**config.mk**
```make
export PLATFORM = sky130hd
export DESIGN_NAME = inst_queue
export DESIGN_NICKNAME = d
export VERILOG_FILES = /design/src/rtl/ecap5_dproc_pkg.sv /design/src/rtl/inst_queue_mem.sv /design/src/rtl/inst_queue.sv
export SDC_FILE = /design/constraint.sdc
export NUM_CORES = 1
export LEC_CHECK = 0
export CAP_MARGIN = 20
export CORE_UTILIZATION = 30
export DETAILED_ROUTE_END_ITERATION = 8
export SYNTH_ARGS = -nofsm -noshare
export SYNTH_HDL_FRONTEND = slang
export SYNTH_SLANG_ARGS = --single-unit
```
**constraint.sdc**
```tcl
create_clock -name clk_i -period 5 [get_ports clk_i]
set_clock_uncertainty 0.05 [all_clocks]
set_input_delay 1.25 -clock clk_i [delete_from_list [all_inputs] [get_ports clk_i]]
set_output_delay 1.25 -clock clk_i [all_outputs]
set_load 0.05 [all_outputs]
```
**src/rtl/ecap5_dproc_pkg.sv**
```systemverilog
// Shared types and constants for the decode-side instruction queue.
package ecap5_dproc_pkg;

    // Default number of queue entries
    localparam int unsigned IQ_DEPTH = 4;

    // One queued fetch: instruction word plus its PC
    typedef struct packed {
        logic [31:0] instr;
        logic [31:0] pc;
    } iq_entry_t;

endpackage

```
**src/rtl/inst_queue_mem.sv**
```systemverilog
// Instruction queue storage: DEPTH entries, one write port, one asynchronous read port.
// Contents are not reset; validity is tracked by the controller.
module inst_queue_mem
    import ecap5_dproc_pkg::*;
#(
    parameter int unsigned DEPTH = IQ_DEPTH,
    parameter int unsigned AW    = $clog2(DEPTH)
) (
    input  logic            clk_i,
    input  logic            we_i,
    input  logic [AW-1:0]   waddr_i,
    input  iq_entry_t       wdata_i,
    input  logic [AW-1:0]   raddr_i,
    output iq_entry_t       rdata_o
);

    iq_entry_t mem_q [DEPTH];

    // Write the addressed entry when enabled
    always_ff @(posedge clk_i) begin
        if (we_i) begin
            mem_q[waddr_i] <= wdata_i;
        end
    end

    assign rdata_o = mem_q[raddr_i];

endmodule

```
**src/rtl/inst_queue.sv**
```systemverilog
// Instruction queue between fetch and decode: pointers, occupancy and handshake control.
// Optional same-cycle fetch-to-decode bypass enabled by ECAP5_DPROC_IQ_BYPASS_EN.
module inst_queue
    import ecap5_dproc_pkg::*;
#(
    parameter int unsigned DEPTH = IQ_DEPTH
) (
    input  logic                   clk_i,
    input  logic                   rst_i,
    input  logic                   if_valid_i,
    input  logic [31:0]            if_instr_i,
    input  logic [31:0]            if_pc_i,
    output logic                   if_ready_o,
    output logic                   dec_valid_o,
    output logic [31:0]            dec_instr_o,
    output logic [31:0]            dec_pc_o,
    input  logic                   dec_stall_i,
    input  logic                   flush_i,
    output logic [$clog2(DEPTH):0] level_o
);

    localparam int unsigned PW = $clog2(DEPTH);
    localparam int unsigned LW = PW + 1;
    localparam logic [LW-1:0] LevelFull = LW'(DEPTH);

    logic [PW-1:0] wr_ptr_q, rd_ptr_q;
    logic [LW-1:0] level_q;
    logic          empty, full, push, pop, wr_en;
    iq_entry_t     wr_entry, head;

    assign empty    = (level_q == '0);
    assign full     = (level_q == LevelFull);
    assign wr_entry = '{instr: if_instr_i, pc: if_pc_i};

    // Ready ignores a same-cycle pop so a full queue never accepts
    assign if_ready_o = !full && !flush_i;
    assign push       = if_valid_i && if_ready_o;
    assign pop        = !empty && !flush_i && !dec_stall_i;

`ifdef ECAP5_DPROC_IQ_BYPASS_EN
    logic bypass;
    assign bypass      = empty && !flush_i && if_valid_i;
    assign dec_valid_o = (!empty && !flush_i) || bypass;
    assign dec_instr_o = bypass ? if_instr_i : head.instr;
    assign dec_pc_o    = bypass ? if_pc_i : head.pc;
    // A bypassed word consumed by decode this cycle is never stored
    assign wr_en       = push && !(bypass && !dec_stall_i);
`else
    assign dec_valid_o = !empty && !flush_i;
    assign dec_instr_o = head.instr;
    assign dec_pc_o    = head.pc;
    assign wr_en       = push;
`endif

    assign level_o = level_q;

    // Pointer and occupancy update; reset beats flush beats push/pop
    always_ff @(posedge clk_i) begin
        if (rst_i || flush_i) begin
            wr_ptr_q <= '0;
            rd_ptr_q <= '0;
            level_q  <= '0;
        end else begin
            if (wr_en) begin
                wr_ptr_q <= wr_ptr_q + PW'(1);
            end
            if (pop) begin
                rd_ptr_q <= rd_ptr_q + PW'(1);
            end
            case ({wr_en, pop})
                2'b10:   level_q <= level_q + LW'(1);
                2'b01:   level_q <= level_q - LW'(1);
                default: level_q <= level_q;
            endcase
        end
    end

    inst_queue_mem #(
        .DEPTH (DEPTH)
    ) u_mem (
        .clk_i   (clk_i),
        .we_i    (wr_en),
        .waddr_i (wr_ptr_q),
        .wdata_i (wr_entry),
        .raddr_i (rd_ptr_q),
        .rdata_o (head)
    );

endmodule

```
# Word level (Yosys, flattened, before mapping)
# Memory sizes are Yosys's and may differ from the RTL's. A register that Yosys moved wholly into a read port is not among the register bits.
# Cells that the tools add are included.
# classes
multipliers,0
shifts,0
bitwise,0
magnitude_cmp,0
muxes,5
eq_ne,3
addsub,4
n_reduce_logical,11
n_div,0
# op_table
op,count
3-bit one-hot mux with 2 select lines,1
2-bit by 1-bit adder with 2-bit output (second input constant),2
1-bit logical AND,4
1-bit zero test,4
2-bit 2-to-1 mux,2
3-bit by 1-bit adder with 3-bit output (second input constant),1
3-bit equality test (second input constant),1
3-bit zero test,1
3-bit by 1-bit subtractor with 3-bit output (second input constant),1
2-bit by 1-bit equality test with 1-bit output (second input constant),1
2-bit equality test (second input constant),1
1-bit 2-to-1 mux,2
2-bit nonzero test,1
1-bit logical OR,1
# totals
memories,1
in_bits,69
ram_bits,256
romBits,0
ff_bits,7
latch_bits,0
out_inout_bits,69
# mem_list
name,depth,word_bits,rd,rd_clocked_by_memory_dff,wr,line,text
u_mem.mem_q,4,64,1,1,1,inst_queue_mem.sv:17,iq_entry_t mem_q [DEPTH];

# Logic depth before layout (Yosys ltp)
# Gate-level depths: netlist of the first run.
# depth
ltp_word,6
mapped_depth,10

# By module
# From an unflattened synthesis of the first run, not the netlist that was laid out.
# hier_totals
hier_cells,383
hier_area_um2,9738.1
# by_module_without_submodules
module,n_inst,cells_per_inst,area_each_um2
inst_queue_mem,1,338,9341.5
inst_queue,1,45,396.6

# Least setup slack after synthesis of the first run
# Ideal clock, no wire load.
# synth_path
path_type,in2reg
start,in flush_i
end,mem u_mem.mem_q[0][0] in the netlist's numbering (enable)
n_path_buf,1
t_required_ns,4.521
cell_stages,3
setup_slack_ns,1.295
arrival_time_ns,3.226
setup_time_ns,0.429
cell_sequence,buf_6 > nor2b_1 > and3_1
# synth_between
elab_chain_len,5
# synth_lines
element,line,text
start: declaration,inst_queue.sv:18,"input logic flush_i,"
1-bit zero test,inst_queue.sv:36,assign if_ready_o = !full && !flush_i;
1-bit logical AND,inst_queue.sv:36,
1-bit logical AND,inst_queue.sv:37,assign push = if_valid_i && if_ready_o;
1-bit 2-to-1 mux,inst_queue_mem.sv:21,if (we_i) begin
1-bit 2-to-1 mux (not written as such),inst_queue_mem.sv:22,mem_q[waddr_i] <= wdata_i;
end: declaration,inst_queue_mem.sv:17,
# No other way between the ends.

==> results.toml, run 1 <==
[status]
outcome = "complete, no violations"

[clock_tree]
cts_hold_buf = 0
clock_sinks = 265
clk_path_buf_depth = 3
htree_levels = 1
cts_resized = 0
path_clk_slew_ns = 0.06
clk_latency_ns = 0.53
clock-root-buffer = "clkbuf_16"
post_cts_buffers = 0
cts_inserted_buffers = 28
cts_tree = "done"

[power]
power_frac_comb_pct = 5.7
switching_share_pct = 20.4
p_leak_nw = 3.85
pwr-share-clk_pct = 43.0
ir_drop_v = 0.000207
p_seq_share_pct = 51.3
finalPower_mw = 4.83
p_sw_uw = 987
p_per_area_nw_per_um2 = 383
internal-power_mw = 3.85

[logic_synthesis]
synth_ff_type = "edfxtp_1"
ys_ff_latch = 265
synthCells = 392
synth_area_sq_um = 9820
yosysUniqueCellTypes = 26
yosysTopAreaCell = "edfxtp_1"
postSynth.asyncResetShare_pct = 0
yosysWarnings = 0
synth-edff-count = 256
syn_nets = 467
synth_top_area_share_pct = 78.3
synth_area_leaders = "edfxtp_1 (78%), mux4_2 (15%), dfxtp_1 (1.8%)"
syn_area_per_cell_sq_um = 25.1
yosysSeqAreaShare_pct = 80.1

[worst_hold_path]
holdCritPathClass = "register to register"
hold-path-cell-count = 2

[placed_design]
placed_cells = 950
dp.final_hpwl_um = 10400
port_buffers = 137
gp_congestion = 0.711

[worst_setup_path]
crit_path_max_fanout = 32
end_kind = "output port"
required_ns = 3.70
arrival_ns = 3.02
worstRegToRegCells = 9
worstSetupStartpointType = "register"
crit_type = "register to output port"

[detailed_routing]
ant_nets = 0
drcViolationCount = 0
via_per_inst = 4.44
wl_per_cell_um = 18.5
finalWirelength_um = 18600
dr.pass1.iters = 4
drt_iter0_drc = 203
dr_total_vias = 4458

[grt]
antenna_found_initial = 2
grt_max_degree = 65
grt_overflow = 0
grt_use_total_pct = 11.3
grt_pass1_wl_um = 29000
grt_pass1_vias = 4996

[sta]
finalMaxSlewViolations = 0
hold_viol = 0
finalSetupViolations = 0
max_slew_margin_pct = 29.0
max_slew.worst_pin.slew_ns = 1.07
rsz0062_at_grt = "false"
min_period_over_period_pct = 86.5
fmax_ghz = 0.231
tns_ns = 0
min_period_ns = 4.32

[final_layout]
syn_to_final_growth_pct = 28.4
fin_nets = 622
layout-drive-gt1-share_pct = 21.4
final_cells = 1004
diodes = 0
fillers = 2912

[die]
start_util_pct = 30.8
fp.dieW_um = 183
core_area_sq_um = 31900
die_y_um = 183
die-area_sq_um = 33500
rows = 65
ios = 138

[job]
drv_cap = 0
-- stage by stage --
| stage | util, % | hold slack (ns) | cell area (sq um) | worst slack [ns] |
|---|---|---|---|---|
| finish | 39.5 | 0.439 | 12600 | 0.676 |
| global route | 39.5 | 0.467 | 12600 | 0.446 |
| CTS | 39.4 | 0.443 | 12600 | 0.546 |
| detailed placement | 36.4 | 0.431 | 11600 | 0.913 |
| global placement | 36.4 | 0.406 | 11600 | 0.918 |
| floorplan | - | 0.396 | 9820 | 1.29 |
-- cells by family (layout without fill, tap and decap cells) --
family | Yosys count | count (layout) | synth area share, %
fa+ha+maj | 6 | 6 | 0.841
compound gates | 5 | 5 | 0.357
simple gates | 25 | 25 | 1.44
flops | 265 | 265 | 80.1
buf+inv | 22 | 199 | 2.09
mux | 67 | 67 | 15.0
xor+xnor | 2 | 2 | 0.178
-- critical path: stages (launching register included) --
cell	delay [ns]
dfxtp_4	0.83
buf_4	0.39
mux4_2	0.54
clkdlybuf4s50_1	0.72
-- cell usage in the layout (no fill, tap or decap), types with 2 or more instances in the layout --
cell type / synthesis / layout
clkinv_2: 0 / 4
clkinvlp_4: 0 / 4
clkinv_1: 0 / 2
mux2i_1: 3 / 3
mux4_2: 64 / 64
inv_1: 6 / 6
edfxtp_1: 256 / 256
clkbuf_16: 0 / 29
or3_1: 3 / 3
dfxtp_1: 9 / 7
nand4_1: 2 / 2
o21ai_2: 2 / 2
nor3_1: 4 / 4
clkdlybuf4s50_1: 0 / 137
clkbuf_8: 0 / 3
nor2_1: 3 / 3
clkbuf_1: 0 / 5
nand2_1: 4 / 4
buf_12: 6 / 2
and3_4: 0 / 4
nor2b_1: 2 / 2
bufinv_16: 0 / 3
dfxtp_4: 0 / 2
xor2_1: 2 / 2
ha_1: 5 / 5
-- Yosys cell counts, types with 2 or more instances --
| library cell | instances |
|---|---|
| and3_1 | 4 |
| nor2_1 | 3 |
| buf_6 | 2 |
| nor2b_1 | 2 |
| mux2i_1 | 3 |
| dfxtp_1 | 9 |
| ha_1 | 5 |
| nand2_1 | 4 |
| xor2_1 | 2 |
| or3_1 | 3 |
| inv_1 | 6 |
| mux4_2 | 64 |
| buf_2 | 7 |
| nor3_1 | 4 |
| buf_12 | 6 |
| o21ai_2 | 2 |
| nand4_1 | 2 |
| edfxtp_1 | 256 |
-- cell type report --
type | count | area (sq um) | share of cell area (%)
clock inverters | 15 | 165 | 1.31
inverters | 6 | 22.5 | 0.179
flip-flops and latches | 265 | 7880 | 62.5
well taps | 435 | 544 | 4.32
multi-input cells | 105 | 1770 | 14.0
clock buffers | 37 | 786 | 6.23
repair buffers | 141 | 1450 | 11.5
-- registers in the layout (all words and copies together) (netlist names), named ones only --
signal	count
wr_ptr_q	2
rd_ptr_q	2
u_mem.mem_q	256
level_o	3
-- power by group through the flow --
| stage | combinational (mW) | sequential [mW] | clock (mW) |
|---|---|---|---|
| 2_1_floorplan | 0.142 | 2.52 | 0 |
| 3_3_place_gp | 0.273 | 2.52 | 0 |
| 3_5_place_dp | 0.279 | 2.52 | 0 |
| 4_1_cts | 0.281 | 2.48 | 2.14 |
| 5_1_grt | 0.293 | 2.48 | 2.22 |
| 6_report | 0.277 | 2.48 | 2.08 |
-- final timing paths --
check	from	endpoint	slack [ns]
max reg2reg	level_o[2]	level_o[2]	2.48
min reg2reg	rd_ptr_q[1]	register	0.44
max	register	dec_pc_o[4]	0.68
min	rd_ptr_q[1]	register	0.44
-- per-layer routing --
layer,vias up,wire length [um],track usage [%]
li1,1980,-,-
met1,2319,7980,14.0
met2,123,9130,19.3
met3,34,1110,2.90
met4,2,358,3.23
met5,-,13,0
No activity file was read; power rests on OpenSTA's default activity.
==> run 2: changes to the inputs <==
--- a/config.mk
+++ b/config.mk
@@ -8,6 +8,7 @@
 export CAP_MARGIN = 20
 export CORE_UTILIZATION = 30
 export DETAILED_ROUTE_END_ITERATION = 8
+export PLACE_DENSITY = 0.46
 export SYNTH_ARGS = -nofsm -noshare
 export SYNTH_HDL_FRONTEND = slang
 export SYNTH_SLANG_ARGS = --single-unit
==> run 2 against run 1 <==
  * Critical path depth unchanged
  * Fmax increased by 1.4%
  * Routed wire length increased by 3.3%
  * First-iteration DRC count decreased by 8.9%
  * Flip-flop and latch count unchanged
  * Sequential share of layout area increased by 0.087 points
  * Critical path type unchanged
  * Combinational power about the same
  * Register-to-register slack got worse by 0.07 ns
  * Die area unchanged
==> results.toml, run 2 (synthesis results as in run 1) <==
[grt]
grt_pass1_vias = 5006
grt_use_total_pct = 11.6
grt_max_degree = 44
antenna_found_initial = 0
grt_pass1_wl_um = 29200
grt_overflow = 0

[detailed_routing]
drt_iter0_drc = 185
dr_total_vias = 4472
ant_nets = 0
wl_per_cell_um = 19.0
drcViolationCount = 0
finalWirelength_um = 19200
via_per_inst = 4.43
dr.pass1.iters = 4

[final_layout]
fillers = 2925
final_cells = 1009
final_cell_mix = "edfxtp_1 (256), clkdlybuf4s50_1 (137), mux4_2 (64)"
syn_to_final_growth_pct = 28.2
multi_input_area_sq_um = 1770
regMostFlops = "u_mem.mem_q"
stdcell_area_sq_um = 12600
fin_nets = 628
largest_reg_flops = 256
mostFrequentLayoutCell = "edfxtp_1"
layout-drive-gt1-share_pct = 21.1
seqCellArea_sq_um = 7880

[worst_setup_path]
arrival_ns = 2.96
crit_type = "register to output port"
worstSetupStartpointType = "register"
r2r_slack_ns = 2.41
end_kind = "output port"
r2r_end = "level_o[2]"
r2r-start = "level_o[2]"
required_ns = 3.70
crit_path_max_fanout = 32
worstRegToRegCells = 9

[clock_tree]
cts_hold_buf = 0
cts_tree = "done"
path_clk_slew_ns = 0.06
post_cts_buffers = 0
cts_inserted_buffers = 28
clock-root-buffer = "clkbuf_16"
htree_levels = 1
clock_sinks = 265
cts_resized = 0
clk_latency_ns = 0.52
clk_path_buf_depth = 3

[placed_design]
port_buffers = 137
place_area_sq_um = 11700
dp.final_hpwl_um = 11000
gp_congestion = 0.673
placed_cells = 958

[die]
core_area_sq_um = 31900
ios = 138
start_util_pct = 30.8
rows = 65
fp.dieW_um = 183
die-area_sq_um = 33500
die_y_um = 183

[sta]
finalSetupViolations = 0
tns_ns = 0
max_slew.worst_pin.slew_ns = 0.734
finalMaxSlewViolations = 0
hold_viol = 0
min_period_ns = 4.26
max_slew_margin_pct = 51.0
rsz0062_at_grt = "false"
min_period_over_period_pct = 85.2
fmax_ghz = 0.235

[worst_hold_path]
holdCritPathClass = "register to register"
hold-path-cell-count = 2
min_from = "rd_ptr_q[1]"

[power]
ir_drop_v = 0.000254
p_per_area_nw_per_um2 = 373
p_leak_nw = 3.86

[job]
drv_cap = 0

[status]
outcome = "complete, no violations"
-- run 2: cell count changes in the layout (fill, tap and decap cells not counted), sizes merged --
cell	previous run	this run
inv	7	6
diode	0	1
clkbuf	37	36
clkinv	7	11
buf	4	10
clkinvlp	4	1
bufinv	3	2
-- run 2: through the flow --
step                power [mW]  hold WS, ns  worst slack, ns  util, %
finish                    4.70        0.421            0.738     39.5
global route              4.87        0.446            0.507     39.5
CTS                       4.77        0.428            0.606     39.5
detailed placement        2.81        0.419            0.897     36.8
global placement          2.80        0.421            0.916     36.8
floorplan                 2.67        0.396             1.29        -
-- run 2: worst max-delay path by stage --
| stage | startpoint | cells past startpoint | end | slack, ns |
|---|---|---|---|---|
| 2_1_floorplan | flush_i | 3 | u_mem.mem_q[0][0] | 1.29 |
| 3_3_place_gp | flush_i | 3 | if_ready_o | 0.92 |
| 3_5_place_dp | flush_i | 3 | if_ready_o | 0.90 |
| 4_1_cts | register | 3 | dec_pc_o[16] | 0.61 |
| 5_1_grt | register | 3 | dec_pc_o[16] | 0.51 |
| 6_report | register | 3 | dec_pc_o[16] | 0.74 |
-- run 2: layout make-up --
cell class	count	area share, %
Multi-Input combinational cell	105	14.0
Tap cell	435	4.32
Clock buffer	36	5.97
Clock inverter	14	0.924
Sequential cell	265	62.6
Timing Repair Buffer	147	12.0
Antenna cell	1	0.0199
Inverter	6	0.179
-- run 2: per-layer routing --
layer	track usage [%]	vias up	share of wire [%]	wire, um
met5	0	-	0	0
met1	14.3	2351	43	8190
met4	2.47	0	1.2	231
met2	20.3	107	50	9580
met3	3.30	20	6.3	1210
li1	-	1994	-	-
-- run 2: where the power goes --
group	internal [mW]	leakage [nW]	total [mW]	switching (mW)
combinational	0.118	1.03	0.280	0.162
sequential	2.47	2.40	2.48	0.00811
clock	1.16	0.425	1.94	0.789
total	3.74	3.86	4.70	0.958
-- run 2: critical path: stages (launching register included) --
cell             delay [ns]
dfxtp_4                0.82
buf_4                  0.34
mux4_2                 0.53
clkdlybuf4s50_1        0.72
